[src/rtl/dram_loader.sv]
// Moves words between a valid/ready stream and a single-port DRAM: load (stream->DRAM) or dump (DRAM->stream).
// Latency: load 1 word/cycle, write lands one edge after its handshake; dump 3 cycles/word minimum.
// Backpressure: in_ready only while loading; a dump word holds out_valid/out_data until out_ready.
module dram_loader #(
    parameter int DATA_W = 16,
    parameter int ADDR_W = 16
) (
    input  logic              clk,
    input  logic              rst_n,
    input  logic              start,
    input  logic              mode,
    input  logic [ADDR_W-1:0] base_addr,
    input  logic [15:0]       length,
    output logic              busy,
    output logic              done,
    input  logic              in_valid,
    input  logic [DATA_W-1:0] in_data,
    output logic              in_ready,
    output logic              out_valid,
    output logic [DATA_W-1:0] out_data,
    input  logic              out_ready,
    output logic              write_en_1,
    output logic [ADDR_W-1:0] addr_1,
    output logic [DATA_W-1:0] data_in_1,
    input  logic [DATA_W-1:0] data_out_1
);
    typedef enum logic [2:0] {IDLE, LOAD, RD_ISSUE, RD_WAIT, SEND, DONE} state_t;

    state_t            state_q, state_d;
    logic [ADDR_W-1:0] base_q, base_d;
    logic [15:0]       len_q, len_d;
    logic [15:0]       cnt_q, cnt_d;
    logic              we_q, we_d;
    logic [ADDR_W-1:0] addr_q, addr_d;
    logic [DATA_W-1:0] din_q, din_d;
    logic [DATA_W-1:0] dout_q, dout_d;

    logic [15:0] cnt_inc;
    logic        last;
    logic        in_hs;
    logic        out_hs;

    assign cnt_inc = cnt_q + 16'd1;
    assign last    = (cnt_inc == len_q);
    assign in_hs   = (state_q == LOAD) && in_valid;
    assign out_hs  = (state_q == SEND) && out_ready;

    always_ff @(posedge clk or negedge rst_n) begin
        if (!rst_n) begin
            state_q <= IDLE;
        end else begin
            state_q <= state_d;
        end
    end

    // The command mode is folded into the state choice, so it need not be stored separately.
    always_comb begin
        state_d = state_q;
        case (state_q)
            IDLE: begin
                if (start) begin
                    if (length == 16'd0) state_d = DONE;
                    else if (mode)       state_d = RD_ISSUE;
                    else                 state_d = LOAD;
                end
            end
            LOAD:     if (in_hs && last) state_d = DONE;
            RD_ISSUE: state_d = RD_WAIT;
            RD_WAIT:  state_d = SEND;
            SEND:     if (out_hs) state_d = last ? DONE : RD_ISSUE;
            DONE:     state_d = IDLE;
            default:  state_d = IDLE;
        endcase
    end

    always_comb begin
        busy      = 1'b0;
        done      = 1'b0;
        in_ready  = 1'b0;
        out_valid = 1'b0;
        case (state_q)
            LOAD: begin
                busy     = 1'b1;
                in_ready = 1'b1;
            end
            RD_ISSUE, RD_WAIT: busy = 1'b1;
            SEND: begin
                busy      = 1'b1;
                out_valid = 1'b1;
            end
            DONE:    done = 1'b1;
            default: ;
        endcase
    end

    always_comb begin
        base_d = base_q;
        len_d  = len_q;
        cnt_d  = cnt_q;
        we_d   = 1'b0;
        addr_d = addr_q;
        din_d  = din_q;
        dout_d = dout_q;
        case (state_q)
            IDLE: begin
                if (start) begin
                    base_d = base_addr;
                    len_d  = length;
                    cnt_d  = '0;
                    if (mode && (length != 16'd0)) addr_d = base_addr;
                end
            end
            LOAD: begin
                if (in_hs) begin
                    we_d   = 1'b1;
                    addr_d = base_q + ADDR_W'(cnt_q);
                    din_d  = in_data;
                    cnt_d  = cnt_inc;
                end
            end
            RD_WAIT: dout_d = data_out_1;
            SEND: begin
                if (out_hs) begin
                    cnt_d = cnt_inc;
                    if (!last) addr_d = base_q + ADDR_W'(cnt_inc);
                end
            end
            default: ;
        endcase
    end

    always_ff @(posedge clk or negedge rst_n) begin
        if (!rst_n) begin
            base_q <= '0;
            len_q  <= '0;
            cnt_q  <= '0;
            we_q   <= 1'b0;
            addr_q <= '0;
            din_q  <= '0;
            dout_q <= '0;
        end else begin
            base_q <= base_d;
            len_q  <= len_d;
            cnt_q  <= cnt_d;
            we_q   <= we_d;
            addr_q <= addr_d;
            din_q  <= din_d;
            dout_q <= dout_d;
        end
    end

    assign write_en_1 = we_q;
    assign addr_1     = addr_q;
    assign data_in_1  = din_q;
    assign out_data   = dout_q;

endmodule

[config.mk]
export PLATFORM = sky130hd
export DESIGN_NAME = dram_loader
export DESIGN_NICKNAME = d
export VERILOG_FILES = /design/src/rtl/dram_loader.sv
export SDC_FILE = /design/constraint.sdc
export NUM_CORES = 1
export LEC_CHECK = 0
export ABC_AREA = 1
export CAP_MARGIN = 10
export CORE_ASPECT_RATIO = 2
export CORE_MARGIN = 10
export CORE_UTILIZATION = 40
export CTS_BUF_LIST = sky130_fd_sc_hd__clkbuf_8
export DETAILED_ROUTE_END_ITERATION = 10
export PLACE_DENSITY_LB_ADDON = 0.1
export SYNTH_ARGS = -nofsm -noshare
export SYNTH_HDL_FRONTEND = slang
export SYNTH_SLANG_ARGS = --single-unit
[constraint.sdc]
create_clock -name clk -period 3 [get_ports clk]
set_input_delay 0.6 -clock clk [delete_from_list [all_inputs] [get_ports clk]]
set_output_delay 0.6 -clock clk [all_outputs]
set_load 0.005 [all_outputs]
==> flow_metrics.env <==
export IMPL_grt_max_degree=60
export IMPL_power_mw=6.80
export IMPL_num_vias=5747
export IMPL_cp_max_fo=4
export IMPL_floorplan_rows=62
export IMPL_r2r_cells=18
export IMPL_synth_area_um2=5930
export IMPL_timing_rr_start="cnt_q[1]"
export IMPL_layout_cells_non_filler=1137
export IMPL_ys_seq_elements=100
export IMPL_ys_warn_count=0
export IMPL_grt_pass1_wl_mm=30.2
export IMPL_worstMarginPinSlew_ns=0.825
export IMPL_syn_nets=866
export IMPL_grt_usage_pct=18.6
export IMPL_vias_per_cell=5.05
export IMPL_drt_initial_drc_count=241
export IMPL_cts_path_max_buffers=2
export IMPL_rsz0062_at_grt="yes"
export IMPL_status="finished, final reports clean"
export IMPL_clkSinkCount=100
export IMPL_dieWidth_um=106
export IMPL_cts_made_buffers=9
export IMPL_power_density_nw_per_um2=827
export IMPL_fin_nets=1031
export IMPL_die_height_um=192
export IMPL_vdd_drop_max_v=0.000436
export IMPL_clk_latency_ns=0.39
export IMPL_cp_common_cell="nand2_1"
export IMPL_p_leak_nw=3.91
export IMPL_critPathMaxStageDelay_ns=0.44
export IMPL_worstPathArrival_ns=3.20
export IMPL_gp_congestion=0.920
export IMPL_syn_inst=775
export IMPL_crit_family="simple AND/OR/NAND/NOR gates"
export IMPL_fin_skew_ns=0.0102
export IMPL_timing_hold_violations_final=0
export IMPL_io_pins=123
export IMPL_fp_dieArea_um2=20400
export IMPL_utilization_pct=57.0
export IMPL_dp_cells=1101
export IMPL_timing_fmax_mhz=349
export IMPL_cts_tree="built"
export IMPL_critPathKind="flip-flop to flip-flop"
export IMPL_slew_violations=0
export IMPL_wl_per_cell_um=16.7
export IMPL_layout_commonest_cell="nand2_1"
export IMPL_cp_required_ns=3.34
export IMPL_ys_seq_area_share_pct=42.2
export IMPL_layout_common_cells="248 x nand2_1, 121 x clkdlybuf4s50_1, 99 x dfrtp_1, 72 x inv_1, 51 x nand3_1"
export IMPL_syn_to_final_growth_pct=38.7
export IMPL_worst_setup_path_end_kind="flip-flop"
export IMPL_start_kind="flip-flop"
export IMPL_dp_hpwl_mm=15.1
export IMPL_period_share_pct=95.6
export IMPL_ys_types=37
export IMPL_max_slew_margin_pct=45.0
export IMPL_totalWireLength_mm=19.0
export IMPL_r2r_slack_ns=0.13
export IMPL_path_cells="buf_6 > nand3_4 > nor2_4 > buf_12 > buf_4 > nand3_1 > nand2_2 > o21ai_4 > ha_4 > nand2_2 > nor4_2 > o21ai_1 > a21o_1 > nand2_1 > nand2_1 > nand2_1 > nand4_1 > nand2_1"
export IMPL_antenna_left=0
export IMPL_overflow=0
export IMPL_drc=0
export IMPL_path_buf_inv=3
export IMPL_clkTransAtPathRegs_ns=0.11
export IMPL_htree_num_levels=3
export IMPL_portBuffers=122
export IMPL_initial_core_util_pct=41.1
export IMPL_crit_path_top_delay_cell="dfrtp_1"
export IMPL_hp_class="primary input to asynchronous set/reset pin"
export IMPL_reg2reg_to="addr_1[13]"
export IMPL_finalSetupViolations=0
export IMPL_drive_gt1_share_pct=17.7
export IMPL_root_buffer="clkbuf_8"
export IMPL_dr_pass1_iters=5
export IMPL_antenna_found_initial=0
export IMPL_syn_avg_cell_area_um2=7.65
export IMPL_core_um2=14400
export IMPL_diodes=0
export IMPL_max_cap_violations=0
export IMPL_grt_pass1_vias=6135
export IMPL_fin_crit_ns=2.87
export IMPL_tns_ns=0
==> Yosys cell counts <==
cell	count	share of area, %
buf_1	1	0.063
clkbuf_1	14	0.89
nand3b_1	3	0.38
buf_6	1	0.19
nand4_1	23	2.4
xnor2_1	2	0.30
nor2_1	47	3.0
nor4_1	6	0.63
xor2_1	8	1.2
a21oi_2	1	0.15
o22ai_1	13	1.4
nand3_1	55	4.6
nand3_4	1	0.30
and2_1	1	0.11
o21ai_0	49	4.1
fa_1	1	0.34
or2_2	2	0.21
nand4_4	1	0.36
nand2_2	5	0.53
nand3_2	1	0.17
buf_2	6	0.51
inv_2	2	0.13
inv_1	74	4.7
ha_1	20	4.2
dfrtp_1	100	42
nor3_1	3	0.25
a21o_1	3	0.38
nor2_2	6	0.63
nand4_2	1	0.21
a21oi_1	29	2.4
mux2_2	22	4.2
a31oi_1	1	0.11
xor3_1	1	0.40
xnor3_1	1	0.38
nor2_4	5	0.95
o21bai_1	3	0.38
nand2_1	263	17
==> power by group <==
group,total [mW],switching (mW),internal (mW)
Sequential,2.28,0.375,1.91
Combinational,3.64,1.92,1.71
Clock,0.883,0.558,0.325
Total,6.80,2.86,3.95
==> registers in the layout (all words and copies together) (netlist names) <==
register    flops
addr_1         16
write_en_1      1
data_in_1      16
cnt_q          16
len_q          16
out_data       16
base_q         16
state_q         3
==> what timing repair did <==
action / in CTS / in global routing
hold buffers: 0 / 0
buffers inserted: 2 / 18
setup endpoints to repair: 4 / 10
resized for setup: 9 / 73
pin swaps: 3 / 37
==> cell type report <==
cell class	instances	area [um^2]
Inverter	76	288
Timing Repair Buffer	176	1680
Tap cell	192	240
Fill cell	1390	6200
Multi-Input combinational cell	577	3330
Clock inverter	7	70.1
Clock buffer	9	124
Sequential cell	100	2500
==> cells by family after synthesis <==
| logic type | share of synthesized area, % |
|---|---|
| AOI/OAI and AO/OA | 8.96 |
| xor gates and xnor gates | 2.26 |
| and+or+nand+nor | 31.4 |
| DFF | 42.2 |
| adders and majority gates | 4.56 |
| buffers and inverters | 6.45 |
| muxes | 4.18 |
==> worst max-delay path by stage <==
stage          startpoint         end  slack [ns]  depth (start not counted)
6_report         cnt_q[1]  addr_1[13]        0.13                         18
2_1_floorplan  state_q[0]  addr_1[14]        0.25                         19
4_1_cts          cnt_q[1]  addr_1[15]       0.006                         20
3_3_place_gp     cnt_q[1]  addr_1[15]       -0.07                         19
3_5_place_dp     cnt_q[1]  addr_1[15]       -0.21                         19
5_1_grt          cnt_q[1]  addr_1[14]       -0.09                         18
==> through the flow <==
stage | worst slack [ns] | cell area [um^2] | hold slack, ns
2_1_floorplan | 0.254 | 5930 | 0.304
4_1_cts | 0.00589 | 7810 | 0.314
3_3_place_gp | -0.0748 | 7570 | 0.454
5_1_grt | -0.0900 | 8230 | 0.343
6_report | 0.133 | 8230 | 0.294
3_5_place_dp | -0.207 | 7570 | 0.458
==> metal layers <==
metal / wire length [um] / vias up / GRT usage [%]
met5: 0 / - / 0
met4: 941 / 0 / 10.8
met3: 1360 / 58 / 5.61
met2: 10400 / 189 / 35.4
met1: 6240 / 2641 / 16.6
li1: - / 2859 / -
No activity file was read; power rests on OpenSTA's default activity.
